==> config.mk <==
export PLATFORM = sky130hd
export DESIGN_NAME = dechop_hold
export DESIGN_NICKNAME = d
export VERILOG_FILES = /design/src/rtl/dechop_hold_pkg.sv /design/src/rtl/dechop_hold_lane.sv /design/src/rtl/dechop_hold.sv
export SDC_FILE = /design/constraint.sdc
export NUM_CORES = 2
export LEC_CHECK = 0
export ABC_AREA = 0
export BUFFER_PORTS_ARGS = -buffer_cell sky130_fd_sc_hd__buf_4
export CELL_PAD_IN_SITES_DETAIL_PLACEMENT = 0
export CELL_PAD_IN_SITES_GLOBAL_PLACEMENT = 2
export CORE_AREA = 2 2 347 349
export CTS_CLUSTER_SIZE = 12
export DETAILED_ROUTE_END_ITERATION = 16
export DIE_AREA = 0 0 349 351
export GPL_TIMING_DRIVEN = 1
export PLACE_DENSITY_LB_ADDON = 0.08
export SYNTH_ARGS = -nofsm -noshare
export SYNTH_HDL_FRONTEND = slang
export SYNTH_SLANG_ARGS = --single-unit
==> constraint.sdc <==
create_clock -name adc_data_clk -period 27.4 [get_ports adc_data_clk]
set_input_delay 4.11 -clock adc_data_clk [delete_from_list [all_inputs] [get_ports adc_data_clk]]
set_output_delay 4.11 -clock adc_data_clk [all_outputs]
set_load 0.02 [all_outputs]
==> src/rtl/dechop_hold_pkg.sv <==
// Shared defaults and state type for the dechop/hold acquisition slice.
// Optional feature macro used by this slice: DECHOP_SATURATE_EN.
package dechop_hold_pkg;

    localparam int ADC_DW             = 18;
    localparam int DECHOP_CAPTURE_CNT = 1;
    localparam int DECHOP_N_CH        = 32;

    typedef enum logic {
        ST_IDLE = 1'b0,
        ST_PROC = 1'b1
    } dechop_state_t;

endpackage

==> src/rtl/dechop_hold_lane.sv <==
// One-channel combinational sign/hold unit shared by all channels of dechop_hold.
// DECHOP_SATURATE_EN: negating the most negative code clamps to the most positive code.
module dechop_lane
    import dechop_hold_pkg::*;
#(
    parameter int DW = ADC_DW
) (
    input  logic [DW-1:0] sample,
    input  logic [DW-1:0] store,
    input  logic          chop,
    input  logic          hold,
    input  logic          en,
    output logic [DW-1:0] out,
    output logic          held,
    output logic          store_we
);

    logic [DW-1:0] neg;

    always_comb begin
        neg = '0 - sample;
`ifdef DECHOP_SATURATE_EN
        if (sample == {1'b1, {(DW-1){1'b0}}}) begin
            neg = {1'b0, {(DW-1){1'b1}}};
        end
`endif
    end

    // With demodulation disabled the store still tracks raw data so a later hold replays it.
    always_comb begin
        out      = sample;
        held     = 1'b0;
        store_we = 1'b1;
        if (en) begin
            if (hold) begin
                out      = store;
                held     = 1'b1;
                store_we = 1'b0;
            end else if (chop) begin
                out = neg;
            end
        end
    end

endmodule

==> src/rtl/dechop_hold.sv <==
// Snapshots N_CH ADC channels once per period and emits them serially, dechopped or held.
// Optional feature macro: DECHOP_SATURATE_EN (saturating negation inside dechop_lane).
module dechop_hold
    import dechop_hold_pkg::*;
#(
    parameter int N_CH        = DECHOP_N_CH,
    parameter int DW          = ADC_DW,
    parameter int CAPTURE_CNT = DECHOP_CAPTURE_CNT
) (
    input  logic              adc_data_clk,
    input  logic              reset_n,
    input  logic [5:0]        adc_clk_cnt,
    input  logic              chop_en,
    input  logic              chop_dly_i,
    input  logic              data_hold_i,
    input  logic [N_CH*DW-1:0] adc_data_i,
    output logic [DW-1:0]     dout,
    output logic [5:0]        dout_ch,
    output logic              dout_valid,
    output logic              dout_held,
    output logic              frame_done,
    output logic              overrun
);

    localparam int         CW      = (N_CH > 1) ? $clog2(N_CH) : 1;
    localparam logic [5:0] LAST_CH = 6'(N_CH - 1);
    localparam logic [5:0] CAP_CNT = 6'(CAPTURE_CNT);

    dechop_state_t state, state_next;
    logic [5:0]    ch, ch_next;

    logic [DW-1:0] snap_data [N_CH];
    logic          snap_chop;
    logic          snap_hold;
    logic          snap_en;
    logic [DW-1:0] store [N_CH];

    logic          snap_fire;
    logic          proc_fire;
    logic          proc_last;
    logic [CW-1:0] ch_idx;
    logic [DW-1:0] lane_out;
    logic          lane_held;
    logic          lane_we;

    assign snap_fire = (adc_clk_cnt == CAP_CNT);
    assign ch_idx    = ch[CW-1:0];

    always_ff @(posedge adc_data_clk) begin
        if (!reset_n) begin
            state <= ST_IDLE;
            ch    <= '0;
        end else begin
            state <= state_next;
            ch    <= ch_next;
        end
    end

    // A snapshot always restarts the frame at channel 0, even mid-frame.
    always_comb begin
        state_next = state;
        ch_next    = ch;
        if (snap_fire) begin
            state_next = ST_PROC;
            ch_next    = '0;
        end else if (state == ST_PROC) begin
            if (ch == LAST_CH) begin
                state_next = ST_IDLE;
                ch_next    = '0;
            end else begin
                ch_next = ch + 6'd1;
            end
        end
    end

    always_comb begin
        proc_fire = (state == ST_PROC) && !snap_fire;
        proc_last = proc_fire && (ch == LAST_CH);
    end

    dechop_lane #(
        .DW (DW)
    ) u_lane (
        .sample   (snap_data[ch_idx]),
        .store    (store[ch_idx]),
        .chop     (snap_chop),
        .hold     (snap_hold),
        .en       (snap_en),
        .out      (lane_out),
        .held     (lane_held),
        .store_we (lane_we)
    );

    always_ff @(posedge adc_data_clk) begin
        if (!reset_n) begin
            for (int unsigned i = 0; i < N_CH; i++) begin
                snap_data[i] <= '0;
                store[i]     <= '0;
            end
            snap_chop  <= 1'b0;
            snap_hold  <= 1'b0;
            snap_en    <= 1'b0;
            dout       <= '0;
            dout_ch    <= '0;
            dout_valid <= 1'b0;
            dout_held  <= 1'b0;
            frame_done <= 1'b0;
            overrun    <= 1'b0;
        end else begin
            if (snap_fire) begin
                for (int unsigned i = 0; i < N_CH; i++) begin
                    snap_data[i] <= adc_data_i[i*DW +: DW];
                end
                snap_chop <= chop_dly_i;
                snap_hold <= data_hold_i;
                snap_en   <= chop_en;
                if (state == ST_PROC) begin
                    overrun <= 1'b1;
                end
            end
            if (proc_fire) begin
                dout      <= lane_out;
                dout_ch   <= ch;
                dout_held <= lane_held;
                if (lane_we) begin
                    store[ch_idx] <= lane_out;
                end
            end
            dout_valid <= proc_fire;
            frame_done <= proc_last;
        end
    end

endmodule

Yosys cells after proc, flatten, opt, wreduce, memory -nomap -nowiden
Memories as Yosys holds them, arrays and structs flattened. A register that Yosys moved wholly into a read port is not among the register bits.
Cells that the tools add are included.
{"block": "totals", "out_inout_bits": 28, "inputBits": 587, "n_memories": 2, "regBits": 38, "wordCells": 114, "ramBits": 1152}
{"block": "classes", "n_reduce_logical": 6, "n_addsub": 2, "bitwise_logic": 33, "muxes": 58, "eq_ne": 2}
{"name": "snap_data", "depth": 32, "word_bits": 18, "rd": 1, "rd_clocked_by_memory_dff": 1, "write_ports": 32, "line": "dechop_hold.sv:32", "source": "logic [DW-1:0] snap_data [N_CH];"}
{"name": "store", "depth": 32, "word_bits": 18, "rd": 1, "rd_clocked_by_memory_dff": 1, "write_ports": 32, "line": "dechop_hold.sv:36", "source": "logic [DW-1:0] store [N_CH];"}
{"cell": "two-way mux 18 bit", "count": 36}
{"cell": "bitwise OR 1 bit", "count": 32}
{"cell": "two-way mux 5 bit", "count": 5}
{"cell": "OR reduction 18 bit", "count": 1}
{"cell": "subtractor 1 x 18 -> 18 bit, first input constant", "count": 1}
{"cell": "two-way mux 1 bit", "count": 16}
{"cell": "adder 6 x 1 -> 6 bit, second input constant", "count": 1}
{"cell": "equality test 6 x 1 -> 1 bit, second input constant", "count": 1}
{"cell": "equality test 6 x 5 -> 1 bit, second input constant", "count": 1}
{"cell": "two-way mux 6 bit", "count": 1}
{"cell": "logical AND 1 bit", "count": 2}
{"cell": "AND reduction 2 bit", "count": 1}
{"cell": "OR reduction 2 bit", "count": 1}
{"cell": "zero test 1 bit", "count": 1}
{"cell": "NOT 1 bit", "count": 1}

Logic depth before layout (Yosys ltp)
{"block": "depth", "word_depth": 8, "depth_mapped": 16, "depth_no_buf": 10}

Modules after synthesis
Synthesis repeated with hierarchy kept, for this count alone.
{"block": "hier_totals", "cells_unflattened": 4159, "area_unflattened_um2": 55213.0}
{"mod": "dechop_hold", "instances": 1, "area_each_um2": 54420.9, "cells_each": 4041, "seq_area_each_um2": 35454.0}
{"mod": "dechop_lane", "instances": 1, "area_each_um2": 792.0, "cells_each": 118, "seq_area_each_um2": 0.0}

Worst setup path before layout
No wires, ideal clock.
{"block": "synth_path", "kind": "input-to-reg", "start": "input reset_n", "end": "memory snap_data[0][0] (netlist bit), enable pin", "setup_time_ps": 4099, "arrival_time_ps": 14019, "stages": 3, "setup_slack_ps": 9282, "required_time_ps": 23301, "path_buffers": 2, "path_cell_list": "clkbuf_1 clkbuf_1 nand2_1"}
{"element": "from (decl)", "line": "dechop_hold.sv:11", "source": "input logic reset_n,"}
{"element": "to (decl)", "line": "dechop_hold.sv:32"}

==> results.txt <==
- For this block, the initial DRC count from the detailed router was 3,645.
- The number of hold buffers added after CTS was 0.
- The share of the Yosys chip area taken by registers is 66.81%.
- Floorplan die height: 351 µm
- The share of total power dissipated in the clock network is 41.2%.
* Via-to-Cell Ratio: 5.653
- Clock tree from TritonCTS: built
* Worst hold start: dout_ch[2]$_SDFFE_PN0P_
* Slew at the pin closest to its max-slew limit: ~1200 ps
* Worst-case vdd ir drop: 0.05994 mV
- Clk sink count: 1,195
* Post-route worst hold slack: 466.6 ps
- Power spent charging and discharging nets: 0.8677 mW
- The number of hold-slack violations in the final timing report is 0.
- Net count after synthesis: 4,086
* Mean instance size in the synthesized netlist: 15.19 µm²
- Required time at the worst-slack endpoint: between 20,000 and 30,000 ps
- Count of antenna-violating nets left after detailed routing: 0
* Total power divided by cell area: 64.08 nW/µm²
* Number of filler cells placed in the layout: 9,872
- Wire length of the first global-routing pass: 237.0 mm
- Of all nets on the critical path, the largest fanout is 204.
- Post-CTS Setup Bufs: 0
- Unique masters post-synth: 70
- Number of top-level design ports: a little over 600
- Part of the total power dissipated in combinational logic: approximately 6.3%
- In this run, flip-flops and latches consume a little over half of the power.
- Setup violations remaining at the end of the flow were counted as 0.
- The congestion estimate from routability-driven global placement came to 0.8359.
* Final critical path time including I/O delays and setup: 8457 ps
- Worst slew slack as a fraction of its limit: 20.45%
- Global routing used 27.24% of the available tracks.
- Routed wire per std cell: a little under 30 µm
- The tree is rooted in a sky130_fd_sc_hd__clkbuf_16.
* Max stage delay cell, worst path: sky130_fd_sc_hd__buf_4
* Post-synth ARST share: 0%
* Dominant synthesized flop cell: sky130_fd_sc_hd__edfxtp_1
- Area of the mapped netlist: about 53,000 µm²
- Port buffering added just over 600 buffers.
* Effective utilization at floorplan: approximately 45%
- Yosys mapped a number of flops with a built-in enable equal to 1,152.
* Post-detailed-routing wire length: around 170 mm
- Across the whole layout, storage elements account for 35,470 µm².
- The worst setup path is captured at a flip-flop.
* Multi-input logic area: between 15,000 and 20,000 µm²
- The critical path starts at adc_clk_cnt[3].
- Most common cell on crit path: sky130_fd_sc_hd__buf_4
- The net count of the finished layout is 4,609.
- For this run, the top clock speed supported by timing is 0.1182 GHz.
- For this run, the detailed router's first-pass iteration total came to 6.
- The path class of the tightest hold or removal check is flip-flop to flip-flop.
- During synthesis, Yosys emitted a total of 0 warnings.
* DRC: 0
- Maximum clock insertion buffer count: 3
- Setup repair after global routing left no endpoint under its margin.
- Die area: about 120,000 µm²
* Overflow left after global routing: 0
- Entering global routing, the biggest net connects about 210 pins.
- Setup total negative slack on the finished layout was measured at 0 ps.
- After technology mapping, the gate count stands at 3,494.
- Number of clock buffers inserted by TritonCTS: ~130
- The analysis attributes to cell leakage a power of 22.15 nW.
* Series of cell instances along the critical path: buf_4 > nor4_1 > nand3b_1 > nand2_4 > buf_12 > buf_4 > buf_4
* Final Max Slew Viols: 0
* Post-CTS clock slew at the launch and capture registers of the worst setup and hold paths: 60 ps
* # resized after CTS: 0
- Across the routed clock network, the largest skew measured is 21.38 ps.
- The tool flagged a number of max-cap violations equal to 0.
- Kind of critical path: input pin to flip-flop
- Power Total: 4.035 mW
- Total via count after detailed routing: 32,020
- Signal arrival time at the worst endpoint: 8800 ps
- Post-route fraction of the period consumed by the critical path: 30.86%
- Largest incremental delay on the critical path: approximately 950 ps
* Post-DP HPWL: between 100 and 150 mm
* Number of standard-cell rows in the floorplan: 127
- Counting flops and latches in the post-synthesis netlist gives 1,195.
* Clk_lat worst skew: between 700 and 800 ps
- Switching Fraction: 21.50%
* Number of levels in the clock H-tree: 4
* Number of antenna violations at the first check in global routing: 28
- The number of global-route vias before repair came to 33,360.
* Fraction of final layout cells sized beyond drive strength 1: 29.40%
* Launching element type of the critical path: input pin
- Internal power comes to between 3 and 4 mW.
- Core region area: 119,000 µm²
- Status: complete, no violations
- Width of the chip: 349 µm
- Area delta synth->final: 18.67%
-- power groups by stage --
stage / Combinational, mW / Sequential [mW] / Clock [mW]
2_1_floorplan: 0.120 / 2.17 / 0
3_3_place_gp: 0.254 / 2.15 / 0
3_5_place_dp: 0.256 / 2.16 / 0
4_1_cts: 0.257 / 2.12 / 1.69
5_1_grt: 0.269 / 2.13 / 1.76
6_report: 0.255 / 2.12 / 1.66
-- stage by stage --
step | setup slack [ps] | instances | instance area [µm²] | utilization (%)
after floorplan | 9282 | 3494 | 53070 | -
after global placement | 18210 | 5429 | 58950 | 49.53
after detailed placement | 18060 | 5429 | 58950 | 49.53
after CTS | 18830 | 5653 | 62950 | 52.89
after global routing | 18510 | 5661 | 62970 | 52.90
final | 18940 | 5664 | 62970 | 52.91
-- kinds of logic (layout without fill, tap and decap cells) --
| group | count (synthesis) | after routing | share of synthesized area [%] |
|---|---|---|---|
| and+or+nand+nor | 1335 | 1335 | 12.72 |
| DFF | 1195 | 1195 | 66.81 |
| muxes | 410 | 410 | 14.58 |
| buffers and inverters | 295 | 906 | 2.502 |
| AOI/OAI and AO/OA | 251 | 251 | 3.225 |
| adders and majority gates | 5 | 5 | 0.1179 |
| xor gates and xnor gates | 3 | 3 | 0.04952 |
| other | 0 | 11 | 0 |
-- cells in the final DEF, fill, tap and decap left out, types with 4 or more instances in the layout --
| cell | count |
|---|---|
| sky130_fd_sc_hd__clkbuf_16 | 142 |
| sky130_fd_sc_hd__dfxtp_4 | 4 |
| sky130_fd_sc_hd__nand3_1 | 22 |
| sky130_fd_sc_hd__o211ai_1 | 5 |
| sky130_fd_sc_hd__clkinvlp_4 | 4 |
| sky130_fd_sc_hd__inv_1 | 9 |
| sky130_fd_sc_hd__nor2_1 | 514 |
| sky130_fd_sc_hd__edfxtp_1 | 1152 |
| sky130_fd_sc_hd__or3_1 | 5 |
| sky130_fd_sc_hd__clkinv_1 | 31 |
| sky130_fd_sc_hd__and2_1 | 581 |
| sky130_fd_sc_hd__nand2b_1 | 7 |
| sky130_fd_sc_hd__o22ai_1 | 33 |
| sky130_fd_sc_hd__clkbuf_1 | 26 |
| sky130_fd_sc_hd__nor3_1 | 38 |
| sky130_fd_sc_hd__a21oi_2 | 31 |
| sky130_fd_sc_hd__diode_2 | 11 |
| sky130_fd_sc_hd__a211oi_1 | 7 |
| sky130_fd_sc_hd__a22oi_1 | 34 |
| sky130_fd_sc_hd__mux2i_1 | 109 |
| sky130_fd_sc_hd__o31ai_1 | 5 |
| sky130_fd_sc_hd__nand2_1 | 123 |
| sky130_fd_sc_hd__clkinv_2 | 19 |
| sky130_fd_sc_hd__a22o_1 | 6 |
| sky130_fd_sc_hd__and3_1 | 5 |
| sky130_fd_sc_hd__o21ai_0 | 22 |
| sky130_fd_sc_hd__a31oi_1 | 4 |
| sky130_fd_sc_hd__nand3b_1 | 5 |
| sky130_fd_sc_hd__or4_1 | 6 |
| sky130_fd_sc_hd__a21oi_1 | 69 |
| sky130_fd_sc_hd__ha_1 | 5 |
| sky130_fd_sc_hd__buf_4 | 667 |
| sky130_fd_sc_hd__mux4_2 | 287 |
| sky130_fd_sc_hd__dfxtp_1 | 38 |
| sky130_fd_sc_hd__nand4_1 | 6 |
| sky130_fd_sc_hd__mux2_2 | 12 |
-- flip-flops by register name, summed over array words and instances, names as in the netlist, named ones only --
register / count
snap_chop: 1
ch: 6
snap_data: 576
overrun: 1
dout_held: 1
snap_en: 1
state: 1
frame_done: 1
dout_ch: 6
dout: 18
snap_hold: 1
dout_valid: 1
store: 576
-- cell type report --
type / instances / share of cell area (%)
well taps: 1548 / 3.076
flip-flops and latches: 1195 / 56.33
clock inverters: 56 / 0.5404
inverters: 11 / 0.06557
clock buffers: 168 / 5.798
diodes: 11 / 0.04371
repair buffers: 671 / 8.065
multi-input cells: 2004 / 26.09
-- final timing paths --
kind                                          end  slack, ps  cells past startpoint
setup / recovery  snap_data[11][17]$_SDFFCE_PN0P_      18940                      7
hold / removal            dout_ch[2]$_SDFFE_PN0P_        470                      2
setup reg to reg       store[3][16]$_SDFFCE_PN0P_      20800                     13
hold reg to reg           dout_ch[2]$_SDFFE_PN0P_        470                      2
-- critical path, delay by kind of cell --
kind	cells	cell delay [ps]
AND/OR/NAND/NOR	3	1820
buffers and inverters	4	2680
-- per-layer routing --
metal | global-route usage (%) | part of all wire (%)
met2 | 46.34 | 51
met5 | 0 | 0.026
met1 | 35.99 | 40
met4 | 6.685 | 2.1
met3 | 5.484 | 6.9
-- cell usage after synthesis (33+ instances only) --
cell                       instances  area, µm²
sky130_fd_sc_hd__nor2_1          516       1937
sky130_fd_sc_hd__edfxtp_1       1152      34590
sky130_fd_sc_hd__a22oi_1          36      270.3
sky130_fd_sc_hd__dfxtp_1          43      860.8
sky130_fd_sc_hd__a21oi_1          70      350.3
sky130_fd_sc_hd__nor3_1           38      190.2
sky130_fd_sc_hd__buf_2            77      385.4
sky130_fd_sc_hd__o22ai_1          33      206.5
sky130_fd_sc_hd__nand2_1         124      465.5
sky130_fd_sc_hd__clkbuf_1        157      589.3
sky130_fd_sc_hd__mux4_2          287       6464
sky130_fd_sc_hd__mux2i_1         109       1091
sky130_fd_sc_hd__and2_1          581       3635
Power figures use the tool's default switching activity.
